[config.mk]
export PLATFORM = sky130hd
export DESIGN_NAME = hb_dec_seq_flat
export DESIGN_NICKNAME = d
export VERILOG_FILES = /design/src/rtl/hb_dec_seq_if.sv /design/src/rtl/hb_dec_seq.sv /design/src/flat_wrapper.sv
export SDC_FILE = /design/constraint.sdc
export NUM_CORES = 2
export LEC_CHECK = 0
export CAP_MARGIN = 20
export CORE_UTILIZATION = 57
export DETAILED_ROUTE_END_ITERATION = 7
export PLACE_DENSITY = 0.79
export SLEW_MARGIN = 20
export SYNTH_ARGS = -nofsm -noshare
export SYNTH_HDL_FRONTEND = slang
export SYNTH_SLANG_ARGS = --single-unit
[constraint.sdc]
create_clock -name clock -period 10.66 [get_ports clock]
set_input_delay 2.132 -clock clock [delete_from_list [all_inputs] [get_ports clock]]
set_output_delay 2.132 -clock clock [all_outputs]
set_load 0.01 [all_outputs]
[src/rtl/hb_dec_seq_if.sv]
// Signal bundle between the halfband decimator sequencer and its environment:
// sample stream, coefficient load port, status and the pre-add RAM ports.
interface hb_dec_seq_if #(
  parameter int COEF_W = 18
);
  // Strobes carry no backpressure: a strobe is a one-cycle valid pulse and the
  // data beside it is meaningful only in that cycle (data_out is held afterwards).
  logic                     enable;
  logic                     strobe_in;
  logic signed [15:0]       data_in;
  logic                     strobe_out;
  logic signed [15:0]       data_out;
  logic                     coef_we;
  logic [2:0]               coef_addr;
  logic signed [COEF_W-1:0] coef_data;
  logic                     busy;
  logic                     overrun;
  logic                     ram_write;
  logic [3:0]               ram_wr_addr;
  logic signed [15:0]       ram_wr_data;
  logic [3:0]               ram_rd_addr1;
  logic [3:0]               ram_rd_addr2;
  logic signed [15:0]       ram_sum;
  logic [1:0]               dbg_state;

  modport slave (
    input  enable, strobe_in, data_in, coef_we, coef_addr, coef_data, ram_sum,
    output strobe_out, data_out, busy, overrun, ram_write, ram_wr_addr, ram_wr_data,
           ram_rd_addr1, ram_rd_addr2, dbg_state
  );

  modport master (
    output enable, strobe_in, data_in, coef_we, coef_addr, coef_data, ram_sum,
    input  strobe_out, data_out, busy, overrun, ram_write, ram_wr_addr, ram_wr_data,
           ram_rd_addr1, ram_rd_addr2, dbg_state
  );
endinterface

[src/rtl/hb_dec_seq.sv]
// Sequencer/MAC for a 31-tap halfband decimate-by-2 built around an external
// 16-entry symmetric pre-add RAM; one output every two accepted input samples.
module hb_dec_seq #(
  parameter int ACC_W  = 38,
  parameter int COEF_W = 18
) (
  input  logic         clock,
  input  logic         reset,
  hb_dec_seq_if.slave  io
);
  typedef enum logic [1:0] {
    S_CLEAR = 2'd0,
    S_IDLE  = 2'd1,
    S_RUN   = 2'd2
  } state_t;

  localparam int PROD_W = 16 + COEF_W;
  localparam logic signed [ACC_W-1:0] RND_HALF = ACC_W'(65536);
  localparam logic signed [ACC_W-1:0] SAT_HI   = ACC_W'(32767);
  localparam logic signed [ACC_W-1:0] SAT_LO   = ACC_W'(-32768);

  state_t                   state, state_nx;
  logic [3:0]               cnt, cnt_nx;
  logic [3:0]               wp;
  logic                     phase;
  logic signed [15:0]       dly    [8];
  logic signed [COEF_W-1:0] shadow [8];
  logic signed [COEF_W-1:0] active [8];
  logic signed [PROD_W-1:0] prod;
  logic signed [ACC_W-1:0]  acc;
  logic signed [ACC_W-1:0]  rnd;
  logic signed [15:0]       sat;
  logic                     accept, take_odd, start, drop;
  logic [2:0]               rd_j, mul_j;
  logic                     strobe_out_q, overrun_q;
  logic signed [15:0]       data_out_q;

  // FSM state register
  always_ff @(posedge clock) begin
    if (reset) begin
      state <= S_CLEAR;
      cnt   <= 4'd0;
    end else begin
      state <= state_nx;
      cnt   <= cnt_nx;
    end
  end

  // Next state, input qualification and RAM port drive
  always_comb begin
    state_nx        = state;
    cnt_nx          = cnt;
    accept          = io.strobe_in & io.enable & (state != S_CLEAR);
    take_odd        = accept & phase;
    start           = accept & ~phase & (state == S_IDLE);
    drop            = accept & ~phase & (state == S_RUN);
    rd_j            = cnt[2:0] - 3'd1;
    mul_j           = 3'(cnt - 4'd3);
    io.ram_write    = 1'b0;
    io.ram_wr_addr  = 4'd0;
    io.ram_wr_data  = 16'sd0;
    io.ram_rd_addr1 = 4'd0;
    io.ram_rd_addr2 = 4'd0;

    unique case (state)
      S_CLEAR: begin
        cnt_nx = cnt + 4'd1;
        if (cnt == 4'd15) state_nx = S_IDLE;
      end
      S_IDLE: begin
        if (start) begin
          state_nx = S_RUN;
          cnt_nx   = 4'd1;
        end
      end
      S_RUN: begin
        cnt_nx = cnt + 4'd1;
        if (cnt == 4'd12) begin
          state_nx = S_IDLE;
          cnt_nx   = 4'd0;
        end
      end
      default: state_nx = S_CLEAR;
    endcase

    // RAM ports stay quiet while reset is held so every output reads 0
    if (!reset) begin
      if (state == S_CLEAR) begin
        io.ram_write   = 1'b1;
        io.ram_wr_addr = cnt;
      end else if (start) begin
        io.ram_write   = 1'b1;
        io.ram_wr_addr = wp;
        io.ram_wr_data = io.data_in;
      end
      // wp has already advanced past the newest sample: pair newest-j with oldest+j
      if (state == S_RUN && cnt <= 4'd8) begin
        io.ram_rd_addr1 = wp - 4'd1 - {1'b0, rd_j};
        io.ram_rd_addr2 = wp + {1'b0, rd_j};
      end
    end
  end

  // Round half up at bit 17, then clamp to 16 bits
  always_comb begin
    rnd = (acc + RND_HALF) >>> 17;
    if (rnd > SAT_HI)      sat = 16'sh7fff;
    else if (rnd < SAT_LO) sat = 16'sh8000;
    else                   sat = rnd[15:0];
  end

  always_ff @(posedge clock) begin
    if (reset) begin
      wp           <= 4'd0;
      phase        <= 1'b0;
      overrun_q    <= 1'b0;
      strobe_out_q <= 1'b0;
      data_out_q   <= 16'sd0;
      prod         <= '0;
      acc          <= '0;
      for (int i = 0; i < 8; i++) begin
        dly[i]    <= 16'sd0;
        shadow[i] <= '0;
        active[i] <= '0;
      end
    end else begin
      strobe_out_q <= 1'b0;
      if (io.coef_we) shadow[io.coef_addr] <= io.coef_data;
      if (take_odd) begin
        dly[0] <= io.data_in;
        for (int i = 1; i < 8; i++) dly[i] <= dly[i-1];
        phase <= 1'b0;
      end
      if (drop) overrun_q <= 1'b1;
      if (start) begin
        wp    <= wp + 4'd1;
        phase <= 1'b1;
        for (int i = 0; i < 8; i++) active[i] <= shadow[i];
        // Center tap is 0.5: the odd-phase sample lands at weight 2^16 of 2^17
        acc <= {{(ACC_W-32){dly[7][15]}}, dly[7], 16'd0};
      end
      if (state == S_RUN) begin
        if (cnt >= 4'd3 && cnt <= 4'd10) prod <= io.ram_sum * active[mul_j];
        if (cnt >= 4'd4 && cnt <= 4'd11) acc <= acc + ACC_W'(prod);
        if (cnt == 4'd12) begin
          data_out_q   <= sat;
          strobe_out_q <= 1'b1;
        end
      end
    end
  end

  assign io.strobe_out = strobe_out_q;
  assign io.data_out   = data_out_q;
  assign io.overrun    = overrun_q;
  assign io.busy       = ~reset & (state != S_IDLE);
  assign io.dbg_state  = state;
endmodule
[src/flat_wrapper.sv]
// flat-port wrapper written by rule: the top's interface ports become plain ports
module hb_dec_seq_flat 
#(
  parameter int ACC_W  = 38,
  parameter int COEF_W = 18
)
  (clock, reset, io_enable, io_strobe_in, io_data_in, io_coef_we, io_coef_addr, io_coef_data, io_ram_sum, io_strobe_out, io_data_out, io_busy, io_overrun, io_ram_write, io_ram_wr_addr, io_ram_wr_data, io_ram_rd_addr1, io_ram_rd_addr2, io_dbg_state);
  hb_dec_seq_if #(.COEF_W(COEF_W)) io_i ();
  input  logic clock;
  input  logic reset;
  input wire logic [$bits(io_i.enable)-1:0] io_enable;
  input wire logic [$bits(io_i.strobe_in)-1:0] io_strobe_in;
  input wire logic [$bits(io_i.data_in)-1:0] io_data_in;
  input wire logic [$bits(io_i.coef_we)-1:0] io_coef_we;
  input wire logic [$bits(io_i.coef_addr)-1:0] io_coef_addr;
  input wire logic [$bits(io_i.coef_data)-1:0] io_coef_data;
  input wire logic [$bits(io_i.ram_sum)-1:0] io_ram_sum;
  output wire logic [$bits(io_i.strobe_out)-1:0] io_strobe_out;
  output wire logic [$bits(io_i.data_out)-1:0] io_data_out;
  output wire logic [$bits(io_i.busy)-1:0] io_busy;
  output wire logic [$bits(io_i.overrun)-1:0] io_overrun;
  output wire logic [$bits(io_i.ram_write)-1:0] io_ram_write;
  output wire logic [$bits(io_i.ram_wr_addr)-1:0] io_ram_wr_addr;
  output wire logic [$bits(io_i.ram_wr_data)-1:0] io_ram_wr_data;
  output wire logic [$bits(io_i.ram_rd_addr1)-1:0] io_ram_rd_addr1;
  output wire logic [$bits(io_i.ram_rd_addr2)-1:0] io_ram_rd_addr2;
  output wire logic [$bits(io_i.dbg_state)-1:0] io_dbg_state;
  assign io_i.enable = io_enable;
  assign io_i.strobe_in = io_strobe_in;
  assign io_i.data_in = io_data_in;
  assign io_i.coef_we = io_coef_we;
  assign io_i.coef_addr = io_coef_addr;
  assign io_i.coef_data = io_coef_data;
  assign io_i.ram_sum = io_ram_sum;
  assign io_strobe_out = io_i.strobe_out;
  assign io_data_out = io_i.data_out;
  assign io_busy = io_i.busy;
  assign io_overrun = io_i.overrun;
  assign io_ram_write = io_i.ram_write;
  assign io_ram_wr_addr = io_i.ram_wr_addr;
  assign io_ram_wr_data = io_i.ram_wr_data;
  assign io_ram_rd_addr1 = io_i.ram_rd_addr1;
  assign io_ram_rd_addr2 = io_i.ram_rd_addr2;
  assign io_dbg_state = io_i.dbg_state;
  hb_dec_seq #(.ACC_W(ACC_W), .COEF_W(COEF_W)) u_core (.clock(clock), .reset(reset), .io(io_i));
endmodule
* Word-level counts from Yosys, hierarchy flattened
Memories as Yosys holds them, arrays and structs flattened.
Index checks and enable logic that the tools add are counted.
** Word-level totals
- Output and inout bits :: 50
- Memories kept :: 3
- Logic and storage cells :: 133
- Register bits :: 101
- RAM bits :: 416
- Bits of input ports :: 58
** Operators by class
- Reductions and logical operators :: 13
- Mux-type cells :: 57
- Add/subtract/negate cells :: 9
- $lt $le $gt $ge :: 7
- Equal/unequal tests :: 8
- Bitwise operators :: 26
- Multiply operators :: 1
** Memory list
- u_core.active :: depth 8, bits a word 18, rd ports 1, clocked after Yosys merged registers in 0, wr ports 8, RTL line hb_dec_seq.sv:28 : logic signed [COEF_W-1:0] active [8];
- u_core.shadow :: depth 8, bits a word 18, rd ports 8, clocked after Yosys merged registers in 0, wr ports 8, RTL line hb_dec_seq.sv:27 : logic signed [COEF_W-1:0] shadow [8];
- u_core.dly :: depth 8, bits a word 16, rd ports 8, clocked after Yosys merged registers in 0, wr ports 8, RTL line hb_dec_seq.sv:26 : logic signed [15:0] dly [8];
** Operators with widths (number)
- $mux W16 :: 13
- $mux W18 :: 9
- $mux W38 :: 3
- $add A38 B18 Y38 const B :: 1
- $add A38 B34 Y38 :: 1
- $mux W4 :: 9
- $mul A16 B18 Y34 :: 1
- $gt A21 B16 Y1 const B :: 1
- $lt A21 B16 Y1 const B :: 1
- $reduce_or A18 Y1 :: 1
- $mux W1 :: 17
- $or A1 B1 Y1 :: 16
- $le A4 B4 Y1 const B :: 3
- $pmux W4 S3 :: 1
- $add A4 B1 Y4 const B :: 2
- $eq A4 B4 Y1 const B :: 2
- $and A1 B1 Y1 :: 7
- $mux W2 :: 3
- $ne A2 B1 Y1 const B :: 3
- $pmux W2 S3 :: 1
- $reduce_and A2 Y1 :: 3
- $add A4 B3 Y4 :: 1
- $ge A4 B2 Y1 const B :: 1
- $ge A4 B3 Y1 const B :: 1
- 15 further kinds :: 20

* Longest topological paths before layout
- Word-level depth :: 8
- Gate-level depth with buffers :: 33
- Gate-level depth less buffers :: 28

* Worst setup path after synthesis
OpenSTA, ideal clock, no wires.
- Kind :: register -> register
- Start :: register u_core.cnt[0]
- End :: register u_core.prod[28]
- Period minus slack after synthesis :: 8.409 ns
- Stages on the path, launching flop included :: 30
- Arrival time :: 8.292 ns
- Slack :: 2.251 ns
- Data required time :: 10.543 ns
- Path buffers :: 5
- Cell sequence :: dfxtp_1 -> buf_2 -> buf_1 -> inv_1 -> ha_1 -> clkbuf_1 -> clkbuf_1 -> mux4_2 -> mux2_2 -> buf_2 -> nand2_1 -> inv_1 -> fa_1 -> inv_1 -> fa_1 -> inv_1 -> fa_1 -> fa_1 -> fa_1 -> inv_1 -> fa_1 -> inv_1 -> ha_1 -> and3_1 -> a211o_1 -> a21oi_2 -> a311oi_4 -> a21o_1 -> a211o_1 -> a32o_1
** Between the ends
- Word-level cells in the longest chain between the ends :: 3
- Elaborated cells on any way between the ends :: 7
** RTL lines
- start: declaration :: RTL line hb_dec_seq.sv:23 : logic [3:0] cnt, cnt_nx;
- start signal: assignment :: RTL line hb_dec_seq.sv:45 : cnt <= cnt_nx;
- $sub A3 B2 Y3 (tied with other cells) :: RTL line hb_dec_seq.sv:58 : mul_j = 3'(cnt - 4'd3);
- $mem_v2 Z8 W18 or $logic_and A1 B1 Y1 (tied branches)
- $mul A16 B18 Y34 or $reduce_and A2 Y1 (tied branches)
- end signal: assignment :: RTL line hb_dec_seq.sv:143 : if (cnt >= 4'd3 && cnt <= 4'd10) prod <= io.ram_sum * active[mul_j];
- end: declaration :: RTL line hb_dec_seq.sv:29 : logic signed [PROD_W-1:0] prod;
Parallel ways exist; a longest one is shown, timed or not.
A chain may end at the register's enable or synchronous reset.

* Worst setup path after layout
- Start :: register u_core.cnt[0]
- End :: register u_core.prod[30]
Same word-level chain as after synthesis.

==> reports/qor_table.md <==
| Quantity | This run | Unit |
| --- | --- | --- |
| Actual transition at the worst max-transition pin | 1070 | ps |
| Routed wire length | 74400 | um |
| Die height | 248 | um |
| Max frequency | 114 | MHz |
| R2r endpoint | u_core.prod[30] | - |
| CP startpoint kind | flip-flop | - |
| Die boundary width | 248 | um |
| Post-Route Utilization | 0.637 | - |
| Slew margin rel. | 0.287 | - |
| Share of synthesized registers carrying an async set or reset | 0 | - |
| Setup slack after layout | 1880 | ps |
| Register bit count reported by yosys | 517 | - |
| Final-report setup violation count | 0 | - |
| Clock slew at the register clock pins of the worst setup and hold paths | 60 | ps |
| Worst setup slack after placement | 1580 | ps |
| Share of post-route cells with drive strength above 1 | 0.0684 | - |
| Crit. End Element | flip-flop | - |
| Placed inst area | 36200 | um^2 |
| Number of instances on the worst hold path | 2 | - |
| Clock latency on the worst-skew pair | 630 | ps |
| Floorplan core area | 59500 | um^2 |
| Buffer cell driving the clock tree root | sky130_fd_sc_hd__clkbuf_16 | - |
| GRT Total Usage | 0.253 | - |
| CTS sink count | 517 | - |
| Via count of the first global-routing pass | 24200 | - |
| Min-delay src | u_core.prod[25] | - |
| Per-instance average area after synthesis | 11.0 | um^2 |
| Placer's final routability congestion estimate | 0.907 | - |
| Number of cells upsized or downsized after cts | 0 | - |
| First-pass GRT wire length | 122000 | um |
| Reg-to-reg setup timing slack | 1880 | ps |
| Warnings, synthesis | 0 | - |
| Area delta synth->final | 9.62 | % |
| Initial core utilization | 0.581 | - |
| Max Clock Skew | 36.4 | ps |
| Clock H-tree levels | 2 | - |
| Post-synth EDFFs | 416 | - |
| Number of antenna violations at the first check in global routing | 4 | - |
| Cell area after layout | 37900 | um^2 |
| Placed wire-length estimate | 52600 | um |
| Vias per cell | 5.69 | - |
| Total I/O pin count | 108 | - |
| CP Data Required Time | 11180 | ps |
| Worst-case hold path end point | u_core.prod[25] | - |
| Detailed-routing iteration count for the pre-antenna-repair pass | 5 | - |
| Antenna diode count | 0 | - |
| FF-to-FF path depth | 24 | - |
| Hold buffers post-CTS | 0 | - |
| Worst hold path class | reg2reg | - |
| Status | finished, final reports clean | - |
| Slew Viols, Final | 0 | - |
| Die area | 61600 | um^2 |
| Average detailed-routed wire length per instance | 18.7 | um |
| Via total after detailed routing | 22600 | - |
| Most used DFF post-synth | sky130_fd_sc_hd__edfxtp_1 | - |
| FP Rows | 89 | - |
| TritonCTS Buffers | 53 | - |
| Number of buffers inserted by port buffering | 107 | - |
| Number of instances in the synthesized netlist | 3133 | - |
| CP Max Fanout | 23 | - |
| Commonest non-fill, non-tap cells in the layout | 416 x sky130_fd_sc_hd__edfxtp_1, 369 x sky130_fd_sc_hd__inv_1, 356 x sky130_fd_sc_hd__and2_1 | - |
| Worst Path Class, Setup | reg2reg | - |
| Number of nets with antenna violations after routing | 0 | - |
| Worst path arrival time | 9290 | ps |
| Final global-route overflow total | 0 | - |
| Number of nets in the finished design | 3651 | - |
| Number of hold violations in the final report | 0 | - |
| Largest net degree at the start of global routing | 97 | - |
| Shortest period the worst path allows | 8780 | ps |
| Final cycle utilization of the critical path | 0.824 | - |
| Register area share after synthesis | 0.420 | - |
| Area of the mapped netlist | 34600 | um^2 |
| Final TNS setup | 0 | ps |
| Leading cell type in the layout, fill and taps excluded | sky130_fd_sc_hd__edfxtp_1 | - |
| Buffers inserted during post-CTS setup optimization | 0 | - |
| Max cap viols | 0 | - |
| Number of distinct library cell variants in the gate-level netlist after synthesis | 91 | - |
| Setup repair after global routing missed its margin | no | - |
| R2r startpoint | u_core.cnt[0] | - |
| Maximum root-to-sink buffer count | 3 | - |
| Syn nets | 3625 | - |
| DRC violations left | 0 | - |
| Clock tree from TritonCTS | built | - |
| Detailed router's first-iteration violation count | 1421 | - |
[critical path, cell delays in order (launching register included)]
cell and delay [ps]:
sky130_fd_sc_hd__dfxtp_2 870, sky130_fd_sc_hd__ha_1 460, sky130_fd_sc_hd__xor2_4 760, sky130_fd_sc_hd__mux2_2 580, sky130_fd_sc_hd__nand2_1 170, sky130_fd_sc_hd__inv_1 120
sky130_fd_sc_hd__fa_1 630, sky130_fd_sc_hd__inv_1 170, sky130_fd_sc_hd__fa_1 570, sky130_fd_sc_hd__inv_1 60, sky130_fd_sc_hd__fa_1 550, sky130_fd_sc_hd__fa_1 460
sky130_fd_sc_hd__fa_1 540, sky130_fd_sc_hd__inv_1 60, sky130_fd_sc_hd__fa_1 530, sky130_fd_sc_hd__inv_1 40, sky130_fd_sc_hd__ha_1 400, sky130_fd_sc_hd__and3_1 270
sky130_fd_sc_hd__a211o_1 290, sky130_fd_sc_hd__a21oi_2 220, sky130_fd_sc_hd__a311oi_4 140, sky130_fd_sc_hd__a41oi_2 280, sky130_fd_sc_hd__o2bb2ai_1 160, sky130_fd_sc_hd__xnor2_1 80
sky130_fd_sc_hd__a22o_1 230
[logic make-up (layout without fill, tap and decap cells)]
kind of cell | after synthesis | count (layout) | share of synthesized area
DFF | 517 | 517 | 0.420
xor gates and xnor gates | 82 | 82 | 0.0208
buffers and inverters | 533 | 604 | 0.0600
and+or+nand+nor | 1154 | 1154 | 0.178
AOI/OAI and AO/OA | 355 | 355 | 0.0705
adders and majority gates | 434 | 434 | 0.221
muxes | 58 | 58 | 0.0304
[layout make-up]
type / instances / area, um^2
clock buffers: 81 / 1500
clock inverters: 19 / 198
fillers: 4586 / 21600
inverters: 370 / 1390
multi-input cells: 2083 / 18000
flip-flops and latches: 517 / 14500
well taps: 773 / 967
repair buffers: 134 / 1270
[cells in the mapped netlist (12+ instances only)]
library cell               count  share of area
sky130_fd_sc_hd__edfxtp_1    416           0.36
sky130_fd_sc_hd__inv_1       370          0.040
sky130_fd_sc_hd__and2_1      357          0.065
sky130_fd_sc_hd__nand2_1     304          0.033
sky130_fd_sc_hd__fa_1        293           0.17
sky130_fd_sc_hd__and3_1      143          0.026
sky130_fd_sc_hd__ha_1        141          0.051
sky130_fd_sc_hd__a21oi_1     126          0.018
sky130_fd_sc_hd__clkbuf_1    118          0.013
sky130_fd_sc_hd__nor2_1      113          0.012
sky130_fd_sc_hd__dfxtp_1     101          0.059
sky130_fd_sc_hd__nor2b_1      95          0.017
sky130_fd_sc_hd__o21ai_0      54         0.0078
sky130_fd_sc_hd__xnor2_1      49          0.012
sky130_fd_sc_hd__nand3_1      42         0.0061
sky130_fd_sc_hd__mux4_2       36          0.023
sky130_fd_sc_hd__xor2_1       33         0.0084
sky130_fd_sc_hd__a21o_1       32         0.0070
sky130_fd_sc_hd__buf_2        28         0.0041
sky130_fd_sc_hd__nor3_1       24         0.0035
sky130_fd_sc_hd__nand2b_1     20         0.0036
sky130_fd_sc_hd__mux2_2       16         0.0052
sky130_fd_sc_hd__a211oi_1     13         0.0028
sky130_fd_sc_hd__nand4_1      12         0.0022
[registers in the layout, indices dropped and copies added (netlist names)]
signal,flops
u_core.active,144
u_core.shadow,144
u_core.dly,128
u_core.acc,38
u_core.prod,34
u_core.io.data_out,16
u_core.cnt,4
u_core.wp,4
u_core.io.dbg_state,2
u_core.io.overrun,1
u_core.io.strobe_out,1
u_core.phase,1
[how the worst max path moves through the flow]
| stage | from | endpoint | depth (start not counted) |
|---|---|---|---|
| after floorplan | u_core.cnt[0] | u_core.prod[28] | 29 |
| after global placement | io_ram_sum[1] | u_core.prod[28] | 21 |
| after detailed placement | io_ram_sum[1] | u_core.prod[30] | 22 |
| after CTS | u_core.cnt[0] | u_core.prod[30] | 24 |
| after global routing | u_core.cnt[0] | u_core.prod[31] | 25 |
| final | u_core.cnt[0] | u_core.prod[30] | 24 |
[per-stage QoR]
step                      cells  hold slack [ps]
after CTS                  3977              463
after floorplan            3133              436
after global placement     3877              452
after detailed placement   3877              456
final                      3977              459
after global routing       3977              490
[routing by layer]
layer	wire length (um)	vias to the layer above	track usage
met4	2970	4	0.112
met3	3610	207	0.0340
met5	29	-	0
met1	29700	11300	0.311
met2	38100	642	0.443
li1	-	10500	-
Power is left out: the tool's default activity adds up to more than one toggle a clock period on the data nets, which glitch-free logic cannot reach.
